<file path="src/rtl/instr_fetch_pkg.sv">
// -----------------------------------------------------------------------------
// instr_fetch_pkg
// Shared definitions for the instruction fetch unit: register width, default
// reset PC and the fetch FSM state encoding.
// -----------------------------------------------------------------------------
`ifndef REGWIDTH
`define REGWIDTH 32
`endif

package instr_fetch_pkg;

    localparam int REGWIDTH = `REGWIDTH;

    localparam logic [REGWIDTH-1:0] DEFAULT_RESET_PC = '0;

    typedef enum logic [1:0] {
        ST_IDLE  = 2'd0,   // one cycle after reset before the first fetch
        ST_REQ   = 2'd1,   // request outstanding to instruction memory
        ST_VALID = 2'd2,   // instruction held for the decoder
        ST_HALT  = 2'd3    // ECALL retired; only reset leaves this state
    } fetch_state_e;

endpackage

</file>
<file path="src/rtl/pc_next.sv">
// -----------------------------------------------------------------------------
// pc_next
// Combinational next-PC selection for the fetch unit.
//   pc_i           current fetch PC
//   redirect_i     branch/jump taken
//   redirect_pc_i  redirect target (low two bits are cleared)
//   pc_next_o      redirect ? aligned target : pc_i + 4 (wraps modulo 2^XLEN)
// -----------------------------------------------------------------------------
module pc_next
    import instr_fetch_pkg::*;
#(
    parameter int XLEN = REGWIDTH
) (
    input  logic [XLEN-1:0] pc_i,
    input  logic            redirect_i,
    input  logic [XLEN-1:0] redirect_pc_i,
    output logic [XLEN-1:0] pc_next_o
);

    logic [XLEN-1:0] pc_seq;
    logic [XLEN-1:0] pc_tgt;

    // Plain XLEN-bit add: the carry out is dropped, so the top of the
    // address space wraps to zero.
    assign pc_seq    = pc_i + XLEN'(4);
    assign pc_tgt    = redirect_pc_i & ~XLEN'(3);
    assign pc_next_o = redirect_i ? pc_tgt : pc_seq;

endmodule

</file>
<file path="src/rtl/instr_fetch.sv">
// -----------------------------------------------------------------------------
// instr_fetch
// Single-outstanding-request instruction fetch unit. Fetches one word at a
// time from instruction memory, holds it for the decode controller, follows
// redirects (discarding in-flight responses) and halts permanently on ECALL.
//
// Ports
//   clk, rst_n              clock, asynchronous active-low reset
//   imem_req / imem_addr    fetch request and word-aligned address
//   imem_ack / imem_rdata   memory response, data valid with ack
//   inst / pc / inst_valid  held instruction, its address, valid flag
//   inst_ready              decoder consumes the held instruction this cycle
//   redirect / redirect_pc  taken branch/jump and its target
//   stop                    ECALL decoded for the held instruction
//   halted                  fetch permanently stopped
// -----------------------------------------------------------------------------
module instr_fetch
    import instr_fetch_pkg::*;
#(
    parameter int              XLEN     = REGWIDTH,
    parameter logic [XLEN-1:0] RESET_PC = DEFAULT_RESET_PC
) (
    input  logic            clk,
    input  logic            rst_n,
    output logic            imem_req,
    output logic [XLEN-1:0] imem_addr,
    input  logic            imem_ack,
    input  logic [XLEN-1:0] imem_rdata,
    output logic [XLEN-1:0] inst,
    output logic [XLEN-1:0] pc,
    output logic            inst_valid,
    input  logic            inst_ready,
    input  logic            redirect,
    input  logic [XLEN-1:0] redirect_pc,
    input  logic            stop,
    output logic            halted
);

    fetch_state_e    state_q, state_d;
    logic [XLEN-1:0] pc_q, pc_d;
    logic [XLEN-1:0] inst_q, inst_d;
    logic            kill_q, kill_d;   // outstanding response belongs to a stale PC
    logic [XLEN-1:0] pc_nxt;

    pc_next #(
        .XLEN(XLEN)
    ) u_pc_next (
        .pc_i         (pc_q),
        .redirect_i   (redirect),
        .redirect_pc_i(redirect_pc),
        .pc_next_o    (pc_nxt)
    );

    // NOTE: non-blocking assignments in clocked blocks so every register
    // samples the pre-edge values, independent of statement order. The held
    // instruction is a single register, so it is reset along with the rest.
    always_ff @(posedge clk or negedge rst_n) begin
        if (!rst_n) begin
            state_q <= ST_IDLE;
            pc_q    <= RESET_PC;
            inst_q  <= '0;
            kill_q  <= 1'b0;
        end else begin
            state_q <= state_d;
            pc_q    <= pc_d;
            inst_q  <= inst_d;
            kill_q  <= kill_d;
        end
    end

    // NOTE: every signal written here gets a default first, so no path
    // through the case can leave one unassigned and infer a latch.
    always_comb begin
        state_d    = state_q;
        pc_d       = pc_q;
        inst_d     = inst_q;
        kill_d     = kill_q;
        imem_req   = 1'b0;
        inst_valid = 1'b0;
        halted     = 1'b0;

        case (state_q)
            ST_IDLE: state_d = ST_REQ;

            ST_REQ: begin
                imem_req = 1'b1;
                if (redirect) begin
                    // Retarget. If the old response arrives in this same
                    // cycle it is dropped here and nothing remains in flight,
                    // otherwise the next ack must be discarded.
                    pc_d   = pc_nxt;
                    kill_d = !imem_ack;
                end else if (imem_ack) begin
                    if (kill_q) begin
                        // Stale response: drop it and re-request at pc_q,
                        // which already holds the redirect target.
                        kill_d = 1'b0;
                    end else begin
                        inst_d  = imem_rdata;
                        state_d = ST_VALID;
                    end
                end
            end

            ST_VALID: begin
                inst_valid = 1'b1;
                if (inst_ready && stop) begin
                    state_d = ST_HALT;
                end else if (inst_ready || redirect) begin
                    // Consumed (sequential or taken), or dropped by a redirect
                    // while the decoder stalls; pc_nxt covers both cases.
                    pc_d    = pc_nxt;
                    state_d = ST_REQ;
                end
            end

            ST_HALT: halted = 1'b1;

            default: state_d = ST_IDLE;
        endcase
    end

    assign imem_addr = pc_q;
    assign pc        = pc_q;
    assign inst      = inst_q;

endmodule

</file>
<file path="config.mk">
export PLATFORM = sky130hd
export DESIGN_NAME = instr_fetch
export DESIGN_NICKNAME = d
export VERILOG_FILES = /design/src/rtl/instr_fetch_pkg.sv /design/src/rtl/pc_next.sv /design/src/rtl/instr_fetch.sv
export SDC_FILE = /design/constraint.sdc
export NUM_CORES = 1
export LEC_CHECK = 0
export ABC_AREA = 1
export CAP_MARGIN = 20
export CORE_UTILIZATION = 41
export CTS_CLUSTER_SIZE = 30
export DETAILED_ROUTE_END_ITERATION = 7
export GPL_TIMING_DRIVEN = 0
export PLACE_DENSITY_LB_ADDON = 0.15
export REMOVE_ABC_BUFFERS = 1
export SKIP_CTS_REPAIR_TIMING = 1
export SLEW_MARGIN = 20
export SYNTH_ARGS = -nofsm -noshare
export SYNTH_HDL_FRONTEND = slang
export SYNTH_HIERARCHICAL = 1
export SYNTH_SLANG_ARGS = --single-unit
export TNS_END_PERCENT = 100
</file>
<file path="constraint.sdc">
create_clock -name clk -period 1.38 [get_ports clk]
set_input_delay 0.207 -clock clk [delete_from_list [all_inputs] [get_ports clk]]
set_output_delay 0.207 -clock clk [all_outputs]
set_load 0.05 [all_outputs]
</file>
==> impl_metrics.tcl <==
set metrics [dict create \
    cts.clk_slew.worst_paths_ps 80 \
    clock_skew_ps 12.9 \
    r2r-start "imem_addr[5]$_DFFE_PN0P_" \
    cp_slowest_cell "dfrtp_2" \
    synth-edff-count 0 \
    p_leak_nw 3.62 \
    place_area_sq_um 6040 \
    synth_area_leader_cell "dfrtp_1" \
    final_util 0.645 \
    finalCriticalPeriod_ps 1750 \
    r2r_end "imem_addr[29]$_DFFE_PN0P_" \
    viasPerCell 4.91 \
    synth.distinct_cells 27 \
    crit_type "reg -> reg" \
    drt_iter0_drc 201 \
    synthDominantCellAreaShare 0.367 \
    max_freq_mhz 571 \
    ys_top_cells_by_area "dfrtp_1 (37%), nand2_1 (17%), o21ai_2 (10%), inv_1 (7.6%), buf_4 (5.6%)" \
    async_reset_ff_frac 1.00 \
    synthTopCellsByCount "nand2_1 (202), inv_1 (93), dfrtp_1 (67), o21ai_2 (54), nor2_1 (37)" \
    ys_seq_area_frac 0.367 \
    crit_path_start "imem_addr[5]$_DFFE_PN0P_" \
    rows 38 \
    synth_seq_cells 67 \
    hold_viol_final 0 \
    syn_inst 610 \
    required_ps 1650 \
    crit_top_cell "nand2_1" \
    finalWorstSetupSlack_ps -371 \
    cp.arrival_ps 2020 \
    cp-end-kind "flop" \
    io_pins 169 \
    numCtsBuffers 9 \
    r2r_setup_slack_ps -370 \
    rsz0062_at_grt "yes" \
    worstSetupStartpointType "flop" \
    grt-ovfl-total 0 \
    cpPeakStageDelay_ps 440 \
    cts_tree "yes" \
    reg2reg_depth 10 \
    tightestPinTransition_ps 830 \
    area_growth_syn_to_layout_pct 53.0 \
    hold_class "in -> async" \
    routed_wl_mm 14.2 \
    finalSetupTns_ps -7130 \
    n_fill_cell 933 \
    synth_most_common_cell "nand2_1" \
    finalMaxSlewViolations 0 \
    nNetsFinal 878 \
    drive_above_1_share 0.435 \
    track_usage 0.195 \
    ys_warn_count 6 \
    violations "setup timing" \
    dieArea_sq_um 11600 \
    hold_ws_ps 260 \
    cts-root-buf "clkbuf_8" \
    synthesis.area_sq_um 4570 \
    dp_hpwl_mm 7.83 \
    outcome "complete, but fails checks" \
    grt_max_degree 65 \
    drc 0 \
    maxCapViolations 0 \
    firstDrtPassIters 5 \
    post-route-period-util 1.27 \
    grt_pass1_vias 3917 \
    cp_num_buf_inv 1 \
    start_util 0.422 \
    grt_pass1_wl_mm 17.7 \
    synth_area_per_cell_sq_um 7.49 \
    synthFlopType "dfrtp_1" \
    coreArea_sq_um 10800 \
    fp.dieH_um 108 \
    cts_sinks 67 \
    timing.slew.headroom 0.446 \
    ant_nets 0 \
    antenna_found_initial 1 \
    p_per_area_nw_per_um2 2470 \
    clock_latency_ps 350 \
    cts_buffer_depth 2 \
    irDropWorstVdd_uv 1260 \
    finalSetupViolCount 36 \
    cp_cell_sequence "nand2_1 -> nor2_2 -> nand2_4 -> nor2_4 -> nand2_1 -> nand2_1 -> nand3_1 -> nand2_1 -> inv_1 -> o21ai_2" \
    wl_per_cell_um 14.9 \
    die_width_um 108 \
    gp_congestion 0.872 \
    route.vias.total 4656 \
    final_area_sq_um 6990 \
    cp_top_family "simple AND/OR/NAND/NOR gates" \
    htree_levels 3 \
    portBuffers 166 \
    crit_path_max_fanout 6 \
]
cells by family after synthesis:
logic type | Yosys count | share of synthesized area
AO/OA/AOI/OAI | 81 | 0.133
XOR/XNOR | 3 | 0.00575
adder cells (fa/ha/maj) | 6 | 0.0164
buffers and inverters | 147 | 0.169
flip-flops | 67 | 0.367
AND/OR/NAND/NOR | 306 | 0.309
flip-flops by register name, summed over array words and instances (netlist names):
register   flops
inst          32
imem_addr     32
state_q        2
kill_q         1
power by group:
group	switching, W	internal, W	leakage (nW)
combinational	0.00773	0.00351	2.68
clock	0.000781	0.00135	0.133
sequential	0.00101	0.00290	0.810
layer usage:
layer | GRT usage | part of all wire | vias up | wire length (um)
met5 | 0 | 0 | - | 0
met4 | 0.0636 | 0.032 | 0 | 452
met3 | 0.0732 | 0.079 | 42 | 1120
met2 | 0.323 | 0.50 | 198 | 7080
met1 | 0.233 | 0.39 | 2174 | 5510
li1 | - | - | 2242 | -
per-stage QoR:
stage / setup WS [ps] / cells / power [W]
2_1_floorplan: -918 / 559 / 0.0104
3_3_place_gp: -2310 / 865 / 0.0136
3_5_place_dp: -744 / 867 / 0.0138
4_1_cts: -777 / 883 / 0.0159
5_1_grt: -460 / 948 / 0.0182
6_report: -371 / 948 / 0.0173
worst max path at each step:
stage	end	slack (ps)	cells after the start
final	imem_addr[29]$_DFFE_PN0P_	-370	10
after global routing	imem_addr[29]$_DFFE_PN0P_	-460	10
after CTS	imem_req	-780	3
after detailed placement	imem_addr[19]$_DFFE_PN0P_	-740	7
after global placement	inst[10]$_DFFE_PN0P_	-2310	1
after floorplan	imem_addr[18]$_DFFE_PN0P_	-920	11
cells in the final DEF, fill, tap and decap left out, types with 3 or more instances in the layout:
| cell type | count |
|---|---|
| o21ai_1 | 13 |
| dlymetal6s2s_1 | 10 |
| nand2_2 | 26 |
| buf_12 | 3 |
| dfrtp_2 | 28 |
| a21oi_1 | 5 |
| nor2_8 | 4 |
| inv_2 | 9 |
| nand3_4 | 14 |
| and2_1 | 3 |
| clkbuf_4 | 7 |
| nand3_2 | 4 |
| nand2_1 | 173 |
| buf_4 | 55 |
| ha_4 | 6 |
| nor2_2 | 17 |
| dfrtp_1 | 39 |
| inv_1 | 86 |
| nand3_1 | 27 |
| o21ai_2 | 56 |
| buf_2 | 5 |
| clkbuf_8 | 12 |
| nor2_1 | 23 |
| o21ai_0 | 5 |
| xor2_1 | 3 |
| clkbuf_2 | 61 |
| buf_6 | 10 |
| bufinv_16 | 3 |
| nand2_4 | 11 |
| nor2_4 | 10 |
| clkdlybuf4s50_1 | 64 |
final cells by class:
class	instances	area [sq um]	share of cell area
clock buffer	12	165	0.0236
clock inverter	4	95.1	0.0136
tap	140	175	0.0250
inverter	96	363	0.0519
antenna	1	2.50	0.000358
sequential	67	1710	0.245
multi-input combinational	407	2620	0.374
timing repair buffer	221	1860	0.267
Note: power is estimated with default switching activity, not from simulation.
